[config.mk]
export PLATFORM = sky130hd
export DESIGN_NAME = apb_node_tmo
export DESIGN_NICKNAME = d
export VERILOG_FILES = /design/src/rtl/apb_node_tmo.sv
export SDC_FILE = /design/constraint.sdc
export NUM_CORES = 1
export LEC_CHECK = 0
export ABC_AREA = 1
export BUFFER_PORTS_ARGS = -buffer_cell sky130_fd_sc_hd__buf_2
export CAP_MARGIN = 20
export CORE_AREA = 2 2 431 433
export CTS_BUF_LIST = sky130_fd_sc_hd__clkbuf_8
export DETAILED_ROUTE_END_ITERATION = 16
export DIE_AREA = 0 0 433 435
export GPL_TIMING_DRIVEN = 0
export PLACE_DENSITY = 0.32
export RECOVER_POWER = 100
export SKIP_CTS_REPAIR_TIMING = 1
export SKIP_LAST_GASP = 1
export SLEW_MARGIN = 10
export SYNTH_ARGS = -nofsm -noshare
export SYNTH_HDL_FRONTEND = slang
export SYNTH_SLANG_ARGS = --single-unit
[constraint.sdc]
create_clock -name clk_i -period 4.8 [get_ports clk_i]
set_clock_uncertainty 0.15 [all_clocks]
set_input_delay 0.96 -clock clk_i [delete_from_list [all_inputs] [get_ports clk_i]]
set_output_delay 0.96 -clock clk_i [all_outputs]
set_load 0.01 [all_outputs]
[src/rtl/apb_node_tmo.sv]
// APB 1-to-N node: registered decode, unmapped-address error, per-transfer
// timeout watchdog and error bookkeeping (count, last address, irq pulse).

module apb_node_match #(
    parameter int unsigned AW = 32
) (
    input  logic [AW-1:0] addr,
    input  logic [AW-1:0] start_addr,
    input  logic [AW-1:0] end_addr,
    output logic          hit
);
    assign hit = (addr >= start_addr) && (addr <= end_addr);
endmodule

module apb_node_tmo #(
    parameter int unsigned NB_MASTER      = 9,
    parameter int unsigned APB_ADDR_WIDTH = 32,
    parameter int unsigned APB_DATA_WIDTH = 32,
    parameter int unsigned TIMEOUT_CYCLES = 256,
    parameter logic [APB_DATA_WIDTH-1:0] ERR_RDATA = 32'hDEAD_BEEF
) (
    input  logic                                          clk_i,
    input  logic                                          rst_i,
    input  logic [APB_ADDR_WIDTH-1:0]                     s_paddr,
    input  logic [APB_DATA_WIDTH-1:0]                     s_pwdata,
    input  logic                                          s_pwrite,
    input  logic                                          s_psel,
    input  logic                                          s_penable,
    output logic [APB_DATA_WIDTH-1:0]                     s_prdata,
    output logic                                          s_pready,
    output logic                                          s_pslverr,
    input  logic [NB_MASTER-1:0][APB_ADDR_WIDTH-1:0]      start_addr_i,
    input  logic [NB_MASTER-1:0][APB_ADDR_WIDTH-1:0]      end_addr_i,
    output logic [APB_ADDR_WIDTH-1:0]                     m_paddr,
    output logic [APB_DATA_WIDTH-1:0]                     m_pwdata,
    output logic                                          m_pwrite,
    output logic [NB_MASTER-1:0]                          m_psel,
    output logic                                          m_penable,
    input  logic [NB_MASTER-1:0][APB_DATA_WIDTH-1:0]      m_prdata,
    input  logic [NB_MASTER-1:0]                          m_pready,
    input  logic [NB_MASTER-1:0]                          m_pslverr,
    input  logic                                          err_clr_i,
    output logic [15:0]                                   err_count_o,
    output logic [APB_ADDR_WIDTH-1:0]                     err_addr_o,
    output logic                                          err_irq_o
);
    localparam int unsigned IDX_W  = (NB_MASTER > 1) ? $clog2(NB_MASTER) : 1;
    localparam int unsigned WCNT_W = (TIMEOUT_CYCLES > 0) ? $clog2(TIMEOUT_CYCLES + 1) : 1;
    localparam bit          TMO_EN = (TIMEOUT_CYCLES != 0);
    localparam logic [WCNT_W-1:0] WCNT_LAST = TMO_EN ? WCNT_W'(TIMEOUT_CYCLES - 1) : '0;

    typedef enum logic [1:0] {IDLE, M_SETUP, M_ACCESS, RESP} state_t;

    state_t             state;
    logic [IDX_W-1:0]   idx;
    logic [WCNT_W-1:0]  wcnt;
    logic [NB_MASTER-1:0] hit;
    logic [NB_MASTER-1:0] sel_dec;
    logic [IDX_W-1:0]   hit_idx;
    logic               hit_any;
    logic               setup;
    logic               tmo_hit;
    logic               err_evt;

    for (genvar g = 0; g < NB_MASTER; g++) begin : g_match
        apb_node_match #(.AW(APB_ADDR_WIDTH)) u_match (
            .addr       (s_paddr),
            .start_addr (start_addr_i[g]),
            .end_addr   (end_addr_i[g]),
            .hit        (hit[g])
        );
    end

    // Scanning downward lets the lowest matching port win on overlap.
    always_comb begin
        hit_any = 1'b0;
        hit_idx = '0;
        for (int i = NB_MASTER - 1; i >= 0; i--) begin
            if (hit[i]) begin
                hit_any = 1'b1;
                hit_idx = IDX_W'(i);
            end
        end
        sel_dec          = '0;
        sel_dec[hit_idx] = hit_any;
    end

    assign setup   = s_psel && !s_penable;
    assign tmo_hit = TMO_EN && (wcnt == WCNT_LAST);
    assign err_evt = ((state == IDLE) && setup && !hit_any) ||
                     ((state == M_ACCESS) && !m_pready[idx] && tmo_hit);

    always_ff @(posedge clk_i) begin
        if (rst_i) begin
            state       <= IDLE;
            idx         <= '0;
            wcnt        <= '0;
            s_prdata    <= '0;
            s_pready    <= 1'b0;
            s_pslverr   <= 1'b0;
            m_paddr     <= '0;
            m_pwdata    <= '0;
            m_pwrite    <= 1'b0;
            m_psel      <= '0;
            m_penable   <= 1'b0;
            err_count_o <= '0;
            err_addr_o  <= '0;
            err_irq_o   <= 1'b0;
        end else begin
            err_irq_o <= 1'b0;
            // A clear coinciding with a new error still records that error.
            if (err_evt) begin
                err_count_o <= err_clr_i ? 16'd1 :
                               (err_count_o == 16'hFFFF) ? err_count_o : err_count_o + 16'd1;
                err_addr_o  <= (state == IDLE) ? s_paddr : m_paddr;
                err_irq_o   <= 1'b1;
            end else if (err_clr_i) begin
                err_count_o <= '0;
            end

            case (state)
                IDLE: begin
                    if (setup) begin
                        m_paddr  <= s_paddr;
                        m_pwdata <= s_pwdata;
                        m_pwrite <= s_pwrite;
                        if (hit_any) begin
                            idx    <= hit_idx;
                            wcnt   <= '0;
                            m_psel <= sel_dec;
                            state  <= M_SETUP;
                        end else begin
                            s_prdata  <= ERR_RDATA;
                            s_pslverr <= 1'b1;
                            s_pready  <= 1'b1;
                            state     <= RESP;
                        end
                    end
                end
                M_SETUP: begin
                    m_penable <= 1'b1;
                    state     <= M_ACCESS;
                end
                M_ACCESS: begin
                    if (m_pready[idx]) begin
                        s_prdata  <= m_prdata[idx];
                        s_pslverr <= m_pslverr[idx];
                        s_pready  <= 1'b1;
                        m_psel    <= '0;
                        m_penable <= 1'b0;
                        state     <= RESP;
                    end else if (tmo_hit) begin
                        s_prdata  <= ERR_RDATA;
                        s_pslverr <= 1'b1;
                        s_pready  <= 1'b1;
                        m_psel    <= '0;
                        m_penable <= 1'b0;
                        state     <= RESP;
                    end else begin
                        wcnt <= wcnt + WCNT_W'(1);
                    end
                end
                RESP: begin
                    s_pready  <= 1'b0;
                    s_pslverr <= 1'b0;
                    state     <= IDLE;
                end
                default: state <= IDLE;
            endcase
        end
    end
endmodule

==> run_results.csv <==
group,metric,value,unit
power_and_ir_drop,p_per_area,228,nW/um2
placed_design,place.gp.congestion,0.921,
finish,drive_above_1_share,21.1,%
sta,hold_viol,0,
synthesis,yosysUniqueCellTypes,49,
worst_hold_path,hp-class,"reg -> reg",
route,met3_length,8490,um
clock_tree,cts_root_buf,"clkbuf_8",
sta,fmax,217,MHz
worst_hold_path,min-delay-start,"s_pslverr",
global_routing,grt_pass1_vias,30100,
power_and_ir_drop,ir_drop,0.200,mV
global_routing,gr-total-overflow,0,
route,viasPerCell,4.03,
synthesis,synth_warnings,0,
synthesis,syn-num-nets,5447,
synthesis,synth_top_area_cell,"ha_1",
route,top_layer,"met5",
floorplanning,ios,1110,
route,met2WireLength,87000,um
sta,relSlewSlack,21.5,%
sta,holdWs,0.323,ns
route,avgRoutedWirePerCell,24.5,um
floorplanning,die_y,435,um
global_routing,antenna_found_initial,111,
setup_path,cp.arrival,4.92,ns
global_routing,grt_pass1_wl,248000,um
synthesis,yosys.area.top_type_share,29.3,%
route,drt-pass1-iter-count,7,
floorplanning,die_w,433,um
clock_tree,cts_tree,"done",
setup_path,crit_fanout,20,
worst_hold_path,hold_path_end,"s_pslverr",
finish,stdcell_area,34000,um2
route,num_vias,30600,
sta,drv_slew,0,
run,drv_cap,0,
clock_tree,h-tree-depth,4,
setup_path,end_kind,"register",
synthesis,synthCells,3912,
synthesis,ys_seq_area_share,13.9,%
floorplanning,start_util,13.5,%
sta,final.period_utilization,96.0,%
global_routing,grt_use_total,19.2,%
clock_tree,clockBufferDepth,2,
sta,tightest_slew,1.16,ns
sta,fin_crit,4.61,ns
synthesis,avgSynthCellArea,6.36,um2
placed_design,place_area,33600,um2
clock_tree,clock_latency,0.59,ns
global_routing,grt_max_degree,21,
synthesis,synth_area_leaders,"ha_1 (29%), dfxtp_1 (14%), inv_1 (12%)",
setup_path,crit_required,5.11,ns
route,m1WireLength,85200,um
placed_design,portBuffers,1108,
placed_design,pre_cts_slack,-0.859,ns
clock_tree,clock_sinks,173,
route,route.detailed.drc,0,
floorplanning,rows,158,
power_and_ir_drop,p_leak,18.4,nW
floorplanning,die_area,188000,um2
sta,setup_tns,0,ns
sta,setup_ws,0.191,ns
finish,nNetsFinal,6583,
route,drtIter0Drc,1683,
placed_design,hpwl,158000,um
synthesis,synth.most_common_cell,"inv_1",
synthesis,synthArstFlopShare,0,%
synthesis,synth-edff-count,0,
sta,rsz0062_at_grt,"yes",
worst_hold_path,holdPathStages,2,
finish,synthToLayoutAreaGrowth,36.7,%
synthesis,synth.top_cells.by_count,"inv_1 (778), nand2_1 (633), ha_1 (583)",
route,drt_wl_total,186000,um
finish,fillCellCount,21600,
setup_path,r2r_start,"idx[2]",
setup_path,r2r-end,"s_prdata[23]",
setup_path,r2r_cells,11,
setup_path,reg2reg_slack,0.44,ns
synthesis,synth_flop_cell,"dfxtp_1",
clock_tree,numCtsBuffers,17,
power_and_ir_drop,power,0.00774,W
clock_tree,path_clk_slew,0.10,ns
synthesis,netlist_area,24900,um2
setup_path,crit_path_start_kind,"primary input",
synthesis,synth-seq-cells,173,
run_status,status,"complete, no violations",
floorplanning,core_area,184000,um2
setup_path,path_class,"in -> reg",
route,ant_nets,0,
sta,setup-violations-final,0,
==> sequential cells by signal, indices dropped and copies added (netlist names), 2 cells and up <==
register	cells
state	2
wcnt	9
s_prdata	32
err_count_o	16
m_pwdata	32
err_addr_o	32
m_paddr	32
idx	4
m_psel	9
==> through the flow <==
step | cells | util (%)
floorplan | 3912 | -
finish | 7577 | 18.5
global placement | 7500 | 18.2
CTS | 7537 | 18.5
global route | 7556 | 18.4
detailed placement | 7506 | 18.3
==> cells by family after synthesis <==
group / share of synthesized area, %
flops: 13.9
xor+xnor: 0.141
simple gates: 22.3
fa+ha+maj: 29.3
compound gates: 20.2
buf+inv: 14.1
==> area by class of cell <==
| class | instances | area [um2] | share of cell area [%] |
|---|---|---|---|
| Antenna cell | 37 | 92.6 | 0.272 |
| Buffer | 118 | 523 | 1.54 |
| Clock buffer | 19 | 262 | 0.769 |
| Clock inverter | 12 | 106 | 0.313 |
| Inverter | 792 | 2970 | 8.75 |
| Multi-Input combinational cell | 2829 | 17900 | 52.8 |
| Sequential cell | 173 | 3460 | 10.2 |
| Tap cell | 2480 | 3100 | 9.13 |
| Timing Repair Buffer | 1117 | 5540 | 16.3 |
==> worst max-delay path, stage by stage <==
cell and delay (ns):
clkbuf_4 0.55, ha_1 0.36, a21oi_1 0.16, o21ai_0 0.23
a21oi_1 0.19, nand2_1 0.30, nand2_1 0.15, nand2_1 0.17
nand2_2 0.22, nand2_2 0.10, nor2_4 0.25, nand4_4 0.21
o21bai_4 0.26, inv_2 0.11, buf_2 0.23, nor2_1 0.30
nor2_1 0.08
==> layout by cell type (no fill, tap or decap), types with 4 or more instances in the layout <==
master,Yosys,final
buf_2,10,940
inv_1,778,778
nand2_1,633,633
ha_1,583,583
nor2_1,488,487
o21ai_0,339,339
a21oi_1,327,327
clkbuf_1,90,252
dfxtp_1,173,173
nand3_1,71,71
nand4_1,63,63
o21ai_1,54,53
o221ai_1,50,50
diode_2,0,37
nor3_1,33,32
a211oi_1,31,31
o21a_1,31,31
o22ai_1,28,28
clkbuf_4,0,20
clkbuf_8,0,19
o211ai_1,18,18
nand2_2,11,11
inv_2,10,10
a21o_1,9,9
nor2_2,8,9
buf_4,6,9
o21bai_1,7,7
a31oi_1,7,7
nand3b_1,5,5
nor2_4,5,5
buf_12,0,5
nor4_2,4,4
xor2_1,4,4
clkinv_4,0,4
==> worst max-delay path by stage <==
stage	start	endpoint	slack, ns	cells after the start
3_5_place_dp	s_paddr[15]	err_addr_o[31]	-0.86	17
2_1_floorplan	s_paddr[0]	wcnt[7]	1.51	22
5_1_grt	s_paddr[13]	err_addr_o[31]	-0.05	17
4_1_cts	s_paddr[15]	err_addr_o[31]	-0.19	17
3_3_place_gp	s_paddr[0]	err_addr_o[31]	-1.20	23
6_report	s_paddr[15]	err_addr_o[31]	0.19	17
==> power breakdown <==
part	switching, W	internal, W
Sequential	0.000195	0.00170
Clock	0.000688	0.000395
Combinational	0.00330	0.00146
Total	0.00419	0.00356
==> per-layer routing <==
metal	vias to the layer above	track usage (%)
li1	15200	-
met1	14200	25.5
met2	952	32.3
met3	227	2.63
met4	22	4.83
met5	-	0
(Power assumes the default switching activity.)
